--- src/rtl/button_events.sv ---
// Turns one debounced button level into single-cycle press, click, long,
// repeat and release events plus a held level; one instance per button.
module button_events #(
    parameter int CLK_FREQ  = 25000000,
    parameter int LONG_MS   = 1000,
    parameter int REPEAT_MS = 200
) (
    input  logic clk_i,
    input  logic rst_ni,
    input  logic signal_i,
    output logic press_o,
    output logic click_o,
    output logic long_o,
    output logic repeat_o,
    output logic release_o,
    output logic held_o
);

    localparam int TICKS_PER_MS = CLK_FREQ / 1000;
    localparam int LONG_TICKS   = TICKS_PER_MS * LONG_MS;
    localparam int REP_TICKS    = TICKS_PER_MS * REPEAT_MS;
    localparam int MAX_TICKS    =
        (LONG_TICKS > REP_TICKS) ? LONG_TICKS : REP_TICKS;
    localparam int CW           = $clog2(MAX_TICKS + 1);

    localparam logic [CW-1:0] LONG_LAST = CW'(LONG_TICKS - 1);
    localparam logic [CW-1:0] REP_LAST  = CW'(REP_TICKS - 1);

    if (LONG_TICKS < 2) begin : g_bad_long
        $error("button_events: LONG_TICKS must be at least 2");
    end
    if (REP_TICKS < 1) begin : g_bad_rep
        $error("button_events: REP_TICKS must be at least 1");
    end

    typedef enum logic [1:0] {
        IDLE,
        PRESS,
        HOLD
    } state_t;

    state_t        state_q, state_d;
    logic [CW-1:0] cnt_q, cnt_d;
    logic          sig_q;
    logic          press_q, press_d;
    logic          click_q, click_d;
    logic          long_q, long_d;
    logic          repeat_q, repeat_d;
    logic          release_q, release_d;
    logic          held_q, held_d;
    logic          rise;

    assign rise = signal_i & ~sig_q;

    always_comb begin
        state_d   = state_q;
        cnt_d     = cnt_q;
        press_d   = 1'b0;
        click_d   = 1'b0;
        long_d    = 1'b0;
        repeat_d  = 1'b0;
        release_d = 1'b0;

        unique case (state_q)
            IDLE: begin
                if (rise) begin
                    state_d = PRESS;
                    cnt_d   = '0;
                    press_d = 1'b1;
                end
            end
            PRESS: begin
                if (!signal_i) begin
                    state_d   = IDLE;
                    cnt_d     = '0;
                    click_d   = 1'b1;
                    release_d = 1'b1;
                end else if (press_q) begin
                    // The press cycle is not counted, so long_o lands
                    // LONG_TICKS+1 cycles after press_o.
                    cnt_d = cnt_q;
                end else if (cnt_q == LONG_LAST) begin
                    state_d = HOLD;
                    cnt_d   = '0;
                    long_d  = 1'b1;
                end else begin
                    cnt_d = cnt_q + 1'b1;
                end
            end
            HOLD: begin
                if (!signal_i) begin
                    state_d   = IDLE;
                    cnt_d     = '0;
                    release_d = 1'b1;
                end else if (cnt_q == REP_LAST) begin
                    cnt_d    = '0;
                    repeat_d = 1'b1;
                end else begin
                    cnt_d = cnt_q + 1'b1;
                end
            end
            default: begin
                state_d = IDLE;
                cnt_d   = '0;
            end
        endcase

        held_d = (state_d != IDLE);
    end

    always_ff @(posedge clk_i or negedge rst_ni) begin
        if (!rst_ni) begin
            state_q   <= IDLE;
            cnt_q     <= '0;
            // Start "high" so a button held through reset is ignored.
            sig_q     <= 1'b1;
            press_q   <= 1'b0;
            click_q   <= 1'b0;
            long_q    <= 1'b0;
            repeat_q  <= 1'b0;
            release_q <= 1'b0;
            held_q    <= 1'b0;
        end else begin
            state_q   <= state_d;
            cnt_q     <= cnt_d;
            sig_q     <= signal_i;
            press_q   <= press_d;
            click_q   <= click_d;
            long_q    <= long_d;
            repeat_q  <= repeat_d;
            release_q <= release_d;
            held_q    <= held_d;
        end
    end

    assign press_o   = press_q;
    assign click_o   = click_q;
    assign long_o    = long_q;
    assign repeat_o  = repeat_q;
    assign release_o = release_q;
    assign held_o    = held_q;

endmodule

--- config.mk ---
export PLATFORM = sky130hd
export DESIGN_NAME = button_events
export DESIGN_NICKNAME = d
export VERILOG_FILES = /design/src/rtl/button_events.sv
export SDC_FILE = /design/constraint.sdc
export NUM_CORES = 1
export LEC_CHECK = 0
export CORE_UTILIZATION = 67
export CTS_BUF_LIST = sky130_fd_sc_hd__clkbuf_8
export DETAILED_ROUTE_END_ITERATION = 7
export GPL_ROUTABILITY_DRIVEN = 0
export GPL_TIMING_DRIVEN = 0
export PLACE_DENSITY = 0.88
export SLEW_MARGIN = 20
export SYNTH_ARGS = -nofsm -noshare
export SYNTH_HDL_FRONTEND = slang
export SYNTH_SLANG_ARGS = --single-unit
--- constraint.sdc ---
create_clock -name clk_i -period 4.6 [get_ports clk_i]
set_clock_uncertainty 0.15 [all_clocks]
set_input_delay 0.92 -clock clk_i [delete_from_list [all_inputs] [get_ports clk_i]]
set_output_delay 0.92 -clock clk_i [all_outputs]
set_load 0.03 [all_outputs]
==> impl_table.tex, run 1 <==
\begin{tabular}{lr}
\hline
Metric & Value \\
\hline
\multicolumn{2}{l}{\textbf{Run status}} \\
\quad Run status & completed \\
\multicolumn{2}{l}{\textbf{Logic synthesis}} \\
\quad Most frequent cell after synthesis & sky130\_fd\_sc\_hd\_\_dfrtp\_1 \\
\quad Syn avg cell area & $\sim$9.4 um\^{}2 \\
\quad Distinct cells, synth & 44 \\
\quad Share of the synthesized netlist area taken by xor and xnor gates & approximately 5.9\% \\
\quad Multiplexer fraction of the synthesized cell area & 0\% \\
\quad Proportion of synthesized chip area in sequential cells & 44.2\% \\
\quad Nets in the synthesized netlist & 213 \\
\quad Commonest cells post-synth & 33 x sky130\_fd\_sc\_hd\_\_dfrtp\_1, 20 x sky130\_fd\_sc\_hd\_\_nand2\_1, 15 x sky130\_fd\_sc\_hd\_\_nor2\_1 \\
\quad Largest family of logic cells by synthesized area & simple AND/OR/NAND/NOR gates \\
\quad Total number of yosys warnings & 0 \\
\quad Number of enable-type register cells in the synthesized netlist & 0 \\
\quad Number of instances in the synthesized netlist & slightly above 200 \\
\quad Number of synthesized register bits & 34 \\
\quad Area share of the largest cell type after synthesis & between 40\% and 50\% \\
\quad Post-synth ARST share & 100\% \\
\quad Share of the synthesized area in compound gates (AO/OA/AOI/OAI) & $\sim$11\% \\
\quad Simple-gate share of the synthesized area & 31.8\% \\
\quad Synth Area in Adders & 3.24\% \\
\quad Synth area leaders & sky130\_fd\_sc\_hd\_\_dfrtp\_1 43\%, sky130\_fd\_sc\_hd\_\_nand2\_1 3.9\%, sky130\_fd\_sc\_hd\_\_xnor2\_1 3.6\% \\
\quad Area of the mapped netlist & 1930 um\^{}2 \\
\quad Top cell type by total area after synthesis & sky130\_fd\_sc\_hd\_\_dfrtp\_1 \\
\quad Post-synth top flop & sky130\_fd\_sc\_hd\_\_dfrtp\_1 \\
\multicolumn{2}{l}{\textbf{Worst setup path}} \\
\quad Maximum fanout along the worst path & 10 \\
\quad Worst setup path category & input port to flop \\
\quad Crit Reg-Reg Endpoint & cnt\_q[14] \\
\quad Worst path slowest cell & sky130\_fd\_sc\_hd\_\_o211ai\_1 \\
\quad FF-to-FF setup slack & 2.04 ns \\
\quad Worst-path cell chain & clkdlybuf4s50\_1, buf\_4, and2b\_2, o211ai\_1, nor4\_4, a31o\_2, a21oi\_1 \\
\quad Worst-case reg-to-reg path depth & 6 \\
\quad Arrival time at the worst endpoint & 2.96 ns \\
\quad Crit path launch type & input port \\
\quad Worst r2r src & cnt\_q[7] \\
\quad Setup crit end kind & flop \\
\quad Critical Path RT & 4.66 ns \\
\quad Stage delay of the slowest cell on the critical path & 0.63 ns \\
\multicolumn{2}{l}{\textbf{Drt}} \\
\quad Post-detailed-route DRC marker count & 0 \\
\quad Vias & 1622 \\
\quad Wire length per cell after detailed routing & $\sim$17 um \\
\quad DRT iter0 DRCs & 111 \\
\quad Final routed wirelength across all metal layers & 4180 um \\
\quad Number of detailed-route iterations in the first pass & 4 \\
\quad Vias per inst & around 6.4 \\
\quad Detail Route Antenna Nets & 0 \\
\multicolumn{2}{l}{\textbf{Floorplanning}} \\
\quad Number of top-level pins & 9 \\
\quad Floorplan die height & 55.7 um \\
\quad Core outline area & roughly 2700 um\^{}2 \\
\quad Die area & around 3100 um\^{}2 \\
\quad Chip Width & 55.7 um \\
\quad Number of cell rows & 19 \\
\quad Initial Utilization & 70.6\% \\
\multicolumn{2}{l}{\textbf{Placement}} \\
\quad Port bufs & 8 \\
\quad Final HPWL from detailed placement & between 2000 and 3000 um \\
\quad Pre-CTS setup slack & 1.39 ns \\
\multicolumn{2}{l}{\textbf{Global route}} \\
\quad Total global-route track usage & about 30\% \\
\quad Initial antenna violation count & 0 \\
\quad Wire length of the first global-routing pass & just over 7000 um \\
\quad Total global routing overflow & 0 \\
\quad Number of global-route vias before repair & 1601 \\
\quad Largest net degree at the start of global routing & 35 \\
\multicolumn{2}{l}{\textbf{Timing}} \\
\quad Fin crit period & 2.90 ns \\
\quad Max-Slew Margin vs Limit & 48.1\% \\
\quad Final worst setup slack & between 1.5 and 2 ns \\
\quad Final Hold Violating Endpoints & 0 \\
\quad Part of the cycle the worst path needs & a little over three fifths \\
\quad Setup TNS Final & 0 ns \\
\quad Tightest Pin Transition & between 0.7 and 0.8 ns \\
\quad Maximum frequency from static timing analysis & between 300 and 400 MHz \\
\quad Unrepaired setup endpoints after global routing & no \\
\quad \# setup viols final & 0 \\
\quad Pins Over Slew Limit & 0 \\
\multicolumn{2}{l}{\textbf{Hold path}} \\
\quad Worst hold path stage count & 2 \\
\quad Hold path startpoint & cnt\_q[1] \\
\quad Worst min-delay path class & flop to flop \\
\quad Worst hold endpoint & cnt\_q[1] \\
\multicolumn{2}{l}{\textbf{Finish}} \\
\quad Area taken by multi-input logic gates & between 1000 and 1500 um\^{}2 \\
\quad Area of all sequential standard cells & 852 um\^{}2 \\
\quad Share of final-layout standard cells stronger than drive strength 1 & between 10 and 15\% \\
\quad Area growth from synthesis to layout & 10.6\% \\
\quad Number of inserted filler cells in the final layout & around 200 \\
\quad Antenna fix cells & 0 \\
\quad Total Nets Final & 228 \\
\multicolumn{2}{l}{\textbf{Clock tree}} \\
\quad Post CTS Setup Buffer Count & 0 \\
\quad Maximum number of buffers from clock root to sink & 2 \\
\quad Root Driver & sky130\_fd\_sc\_hd\_\_clkbuf\_8 \\
\quad Number of buffers added to fix hold violations after cts & 0 \\
\quad Number of gates resized after CTS & 0 \\
\quad H-tree depth reported by CTS & 2 \\
\quad Total CTS buffers & 5 \\
\quad Sinks on the clock net & 34 \\
\quad Clock Latency Late Sink & approximately 0.29 ns \\
\quad TritonCTS clock tree & built \\
\quad Clock input transition at the sequential cells of the worst setup and hold paths & 0.07 ns \\
\multicolumn{2}{l}{\textbf{Flow run}} \\
\quad Number of maximum-capacitance constraint violations & 0 \\
\multicolumn{2}{l}{\textbf{Power and ir drop}} \\
\quad Leakage power & slightly below 0.0009 uW \\
\quad IR drop worst, VDD & slightly below 0.4 mV \\
\quad Ratio of total power to cell area & $\sim$340 nW/um\^{}2 \\
\hline
\end{tabular}
[flip-flops by register name (all words and copies together), names as in the netlist]
| signal | flops |
|---|---|
| long_o | 1 |
| release_o | 1 |
| repeat_o | 1 |
| click_o | 1 |
| press_o | 1 |
| held_o | 1 |
| cnt_q | 25 |
| state_q | 2 |
| sig_q | 1 |
[worst max-delay path: cells and delay by family]
family | cells | cell delay [ns]
AO/OA/AOI/OAI | 3 | 1.07
buffers and inverters | 2 | 0.59
AND/OR/NAND/NOR | 2 | 0.38
[worst max-delay path by stage]
stage,end,slack [ns],cells past startpoint,start
after floorplan,cnt_q[3],2.08,7,signal_i
after global placement,cnt_q[3],1.44,8,signal_i
after detailed placement,cnt_q[4],1.39,8,signal_i
after CTS,cnt_q[24],1.70,7,signal_i
after global routing,cnt_q[4],1.57,8,signal_i
final,cnt_q[24],1.70,7,signal_i
[cell families (layout without fill, tap and decap cells)]
family | after synthesis | count (layout)
and+or+nand+nor | 104 | 104
DFF | 34 | 34
AOI/OAI and AO/OA | 33 | 33
buffers and inverters | 16 | 32
xor gates and xnor gates | 13 | 13
adders and majority gates | 5 | 5
[metrics by stage]
step                std cells  utilization, %  area, um^2  hold slack [ns]  total power [uW]
floorplan                 205               -        1930            0.347               442
global placement          244            74.9        2050            0.369               486
detailed placement        244            74.7        2040            0.384               494
CTS                       252            78.1        2130            0.401               720
global route              252            78.1        2130            0.429               744
finish                    252            78.1        2130            0.393               719
[layout by cell type (no fill, tap or decap), types with 4 or more instances in the layout]
cell type and n:
sky130_fd_sc_hd__and3_1 4, sky130_fd_sc_hd__xnor2_1 8, sky130_fd_sc_hd__a21oi_1 6, sky130_fd_sc_hd__inv_1 10
sky130_fd_sc_hd__o21ai_0 10, sky130_fd_sc_hd__nand3_1 12, sky130_fd_sc_hd__clkdlybuf4s50_1 7, sky130_fd_sc_hd__dfrtp_1 33
sky130_fd_sc_hd__ha_1 5, sky130_fd_sc_hd__xor2_1 5, sky130_fd_sc_hd__nor4_1 4, sky130_fd_sc_hd__or2_2 4
sky130_fd_sc_hd__nor2_1 15, sky130_fd_sc_hd__and2_1 5, sky130_fd_sc_hd__clkbuf_1 4, sky130_fd_sc_hd__nand2_1 20
sky130_fd_sc_hd__nor3_1 9, sky130_fd_sc_hd__o22ai_1 4, sky130_fd_sc_hd__nand4_1 10, sky130_fd_sc_hd__clkbuf_8 6
[final cells by class]
type | instances | area share (%)
Timing Repair Buffer | 8 | 3.52
Buffer | 7 | 1.82
Multi-Input combinational cell | 155 | 47.1
Inverter | 9 | 1.58
Clock buffer | 6 | 3.87
Sequential cell | 34 | 39.9
Tap cell | 31 | 1.82
Clock inverter | 2 | 0.410
[power by group]
part | switching, uW | internal, uW | leakage [uW]
registers | 11.7 | 315 | 0.000467
logic | 106 | 59.5 | 0.000369
clock network | 109 | 118 | 0.0000524
[routing by layer]
layer	part of all wire (%)	track usage (%)
met5	0	0
met4	1.8	11.8
met3	5.1	8.60
met2	51	50.6
met1	42	36.7
Note: power is estimated with default switching activity, not from simulation.
==> run 2, diff against run 1 <==
--- a/config.mk
+++ b/config.mk
@@ -5,12 +5,12 @@
 export SDC_FILE = /design/constraint.sdc
 export NUM_CORES = 1
 export LEC_CHECK = 0
-export CORE_UTILIZATION = 67
+export CORE_UTILIZATION = 62
 export CTS_BUF_LIST = sky130_fd_sc_hd__clkbuf_8
 export DETAILED_ROUTE_END_ITERATION = 7
 export GPL_ROUTABILITY_DRIVEN = 0
 export GPL_TIMING_DRIVEN = 0
-export PLACE_DENSITY = 0.88
+export PLACE_DENSITY = 0.83
 export SLEW_MARGIN = 20
 export SYNTH_ARGS = -nofsm -noshare
 export SYNTH_HDL_FRONTEND = slang
==> constraint.sdc (replaced) <==
create_clock -name clk_i -period 2.85 [get_ports clk_i]
set_clock_uncertainty 0.15 [all_clocks]
set_input_delay 0.57 -clock clk_i [delete_from_list [all_inputs] [get_ports clk_i]]
set_output_delay 0.57 -clock clk_i [all_outputs]
set_load 0.03 [all_outputs]
==> run 2 against run 1 <==
Against the previous run: the run now ends with design-rule violations left; critical endpoint is now cnt_q[3]; critical path depth is 1 higher; register-to-register slack worse by 1.7 ns; hold slack worse by 0.20 ns; largest power group unchanged; non-clock buffer count stayed put; clock-buffer cell count is 1 lower; core utilization is 2.6 points lower.
==> impl_table.tex, run 2 (synthesis results as in run 1) <==
\begin{tabular}{lr}
\hline
Metric & Value \\
\hline
\multicolumn{2}{l}{\textbf{Drt}} \\
\quad Post-detailed-route DRC marker count & 2 \\
\quad Number of detailed-route iterations in the first pass & 6 \\
\quad Vias & 1596 \\
\quad Vias per inst & 6.33 \\
\quad Final routed wirelength across all metal layers & 3910 um \\
\quad Detail Route Antenna Nets & 0 \\
\quad DRT iter0 DRCs & 100 \\
\quad Wire length per cell after detailed routing & 15.5 um \\
\multicolumn{2}{l}{\textbf{Worst setup path}} \\
\quad Worst-path cell chain & clkdlybuf4s50\_1, buf\_4, and2b\_2, o21ai\_0, clkbuf\_1, nor3\_1, o22ai\_1, nand2\_1 \\
\quad Crit path launch type & input port \\
\quad Maximum fanout along the worst path & 10 \\
\quad Capture point of the worst path & cnt\_q[3] \\
\quad CP startpoint & signal\_i \\
\quad Setup crit end kind & flop \\
\quad Critical Path RT & 2.87 ns \\
\quad Crit Reg-Reg Endpoint & cnt\_q[13] \\
\quad Arrival time at the worst endpoint & about 2.6 ns \\
\quad Worst setup path category & input port to flop \\
\quad FF-to-FF setup slack & about 0.31 ns \\
\quad Worst path slowest cell & sky130\_fd\_sc\_hd\_\_o21ai\_0 \\
\quad Worst-case reg-to-reg path depth & 6 \\
\quad Stage delay of the slowest cell on the critical path & 0.51 ns \\
\quad Worst r2r src & cnt\_q[7] \\
\multicolumn{2}{l}{\textbf{Finish}} \\
\quad Leading cell type in the layout, fill and taps excluded & sky130\_fd\_sc\_hd\_\_dfrtp\_1 \\
\quad Total non-filler cell area in the finished layout & 2150 um\^{}2 \\
\quad Most used cells in the layout excluding fill and tap cells & 33 x sky130\_fd\_sc\_hd\_\_dfrtp\_1, 20 x sky130\_fd\_sc\_hd\_\_nand2\_1, 15 x sky130\_fd\_sc\_hd\_\_nor2\_1 \\
\quad Antenna fix cells & 0 \\
\quad Register with the highest flop count & cnt\_q \\
\quad Largest registers in the final layout & cnt\_q (25), state\_q (2) \\
\quad Number of flip-flops under the largest register name & 25 \\
\quad Total Nets Final & 228 \\
\quad Final core occ & 75.4\% \\
\quad Share of final-layout standard cells stronger than drive strength 1 & 14.0\% \\
\quad Area growth from synthesis to layout & 11.5\% \\
\multicolumn{2}{l}{\textbf{Hold path}} \\
\quad Worst min-delay path class & input port to asynchronous set/reset pin \\
\multicolumn{2}{l}{\textbf{Clock tree}} \\
\quad TritonCTS clock tree & built \\
\quad Sinks on the clock net & 34 \\
\quad H-tree depth reported by CTS & 2 \\
\quad Number of buffers added to fix hold violations after cts & 0 \\
\quad Maximum number of buffers from clock root to sink & 2 \\
\quad Root Driver & sky130\_fd\_sc\_hd\_\_clkbuf\_8 \\
\quad Clock Latency Late Sink & around 0.29 ns \\
\quad Post CTS Setup Buffer Count & 0 \\
\quad Total CTS buffers & 5 \\
\quad Number of gates resized after CTS & 0 \\
\quad Clock input transition at the sequential cells of the worst setup and hold paths & 0.07 ns \\
\multicolumn{2}{l}{\textbf{Global route}} \\
\quad Largest net degree at the start of global routing & 35 \\
\quad Wire length of the first global-routing pass & 6800 um \\
\quad Initial antenna violation count & 0 \\
\quad Total global-route track usage & between 20\% and 30\% \\
\quad Total global routing overflow & 0 \\
\quad Number of global-route vias before repair & 1592 \\
\multicolumn{2}{l}{\textbf{Floorplanning}} \\
\quad Initial Utilization & 67.6\% \\
\quad Floorplan die height & 57.8 um \\
\quad Number of top-level pins & 9 \\
\quad Core outline area & 2850 um\^{}2 \\
\quad Number of cell rows & 19 \\
\quad Die area & 3340 um\^{}2 \\
\quad Chip Width & 57.8 um \\
\multicolumn{2}{l}{\textbf{Placement}} \\
\quad Port bufs & 8 \\
\quad Cell area after placement & 2040 um\^{}2 \\
\quad Final HPWL from detailed placement & around 2800 um \\
\multicolumn{2}{l}{\textbf{Run status}} \\
\quad Violations in the final reports & design-rule violations \\
\quad Run status & complete, but fails checks \\
\multicolumn{2}{l}{\textbf{Timing}} \\
\quad Setup TNS Final & 0 ns \\
\quad Part of the cycle the worst path needs & 89.8\% \\
\quad Pins Over Slew Limit & 0 \\
\quad Tightest Pin Transition & 0.771 ns \\
\quad Fin crit period & 2.56 ns \\
\quad Maximum frequency from static timing analysis & 391 MHz \\
\quad \# setup viols final & 0 \\
\quad Final Hold Violating Endpoints & 0 \\
\quad Unrepaired setup endpoints after global routing & no \\
\quad Max-Slew Margin vs Limit & 48.4\% \\
\multicolumn{2}{l}{\textbf{Flow run}} \\
\quad Number of maximum-capacitance constraint violations & 0 \\
\multicolumn{2}{l}{\textbf{Power and ir drop}} \\
\quad IR drop worst, VDD & 0.339 mV \\
\quad Ratio of total power to cell area & 566 nW/um\^{}2 \\
\quad Leakage power & 0.000893 uW \\
\hline
\end{tabular}
==> run 2: changes by cell type in the layout (fill, tap and decap cells not counted), sizes merged <==
cell and delta:
bufinv +1, inv -1, clkbuf -1, clkinv +1
==> run 2: layout make-up <==
class | instances | area, um^2
repair buffers | 8 | 75.1
inverters | 9 | 33.8
fillers | 204 | 701
plain buffers | 7 | 38.8
flip-flops and latches | 34 | 852
well taps | 31 | 38.8
clock inverters | 3 | 40.0
multi-input cells | 155 | 1000
clock buffers | 5 | 68.8
==> run 2: per-stage QoR <==
step,total power (uW),hold WS (ns),setup WS (ns),cells
after floorplan,714,0.124,0.613,205
after global placement,788,0.363,0.0399,244
after detailed placement,798,0.409,0.0115,244
after CTS,1220,0.211,0.285,252
after global routing,1260,0.258,0.132,252
final,1220,0.195,0.290,252
==> run 2: layer usage <==
| layer | vias to the layer above | track usage [%] | routed length, um | part of all wire (%) |
|---|---|---|---|---|
| li1 | 769 | - | - | - |
| met1 | 768 | 32.7 | 1730 | 44 |
| met2 | 50 | 45.5 | 1910 | 49 |
| met3 | 9 | 5.80 | 202 | 5.2 |
| met4 | 0 | 11.2 | 68 | 1.7 |
| met5 | - | 0 | 0 | 0 |
==> run 2: worst min-delay path by stage <==
| stage | start | cells after the start | slack [ns] | to |
|---|---|---|---|---|
| CTS | rst_ni | 1 | 0.21 | cnt_q[7] |
| finish | rst_ni | 1 | 0.20 | press_o |
| global route | rst_ni | 1 | 0.26 | cnt_q[18] |
| floorplan | rst_ni | 0 | 0.12 | click_o |
| global placement | cnt_q[1] | 2 | 0.36 | cnt_q[1] |
| detailed placement | cnt_q[0] | 1 | 0.41 | cnt_q[0] |
==> run 2: critical path, delay by kind of cell <==
family	cells	cell delay, ns
AND/OR/NAND/NOR	3	0.39
AO/OA/AOI/OAI	2	0.63
buffers and inverters	3	0.98
==> run 2: where the power goes <==
part	leakage [uW]	internal, uW	switching (uW)
Combinational	0.000369	95.5	168
Clock	0.0000579	257	172
Sequential	0.000467	509	16.6
==> run 3, diff against run 2 <==
==> constraint.sdc (replaced) <==
create_clock -name clk_i -period 2.9 [get_ports clk_i]
set_clock_uncertainty 0.15 [all_clocks]
set_input_delay 0.58 -clock clk_i [delete_from_list [all_inputs] [get_ports clk_i]]
set_output_delay 0.58 -clock clk_i [all_outputs]
set_load 0.03 [all_outputs]
==> results of run 3 <==
The final DEF is identical to that of run 2. Status: complete, but fails checks: design-rule violations.
Among the figures that moved: setup slack after placement 0.0115 ns -> 0.0515 ns; setup slack after layout 0.290 ns -> 0.330 ns; hold slack 0.195 ns -> 0.205 ns; register-to-register setup slack 0.31 ns -> 0.36 ns; total power 1220 uW -> 1200 uW; worst IR drop on VDD 0.339 mV -> 0.334 mV
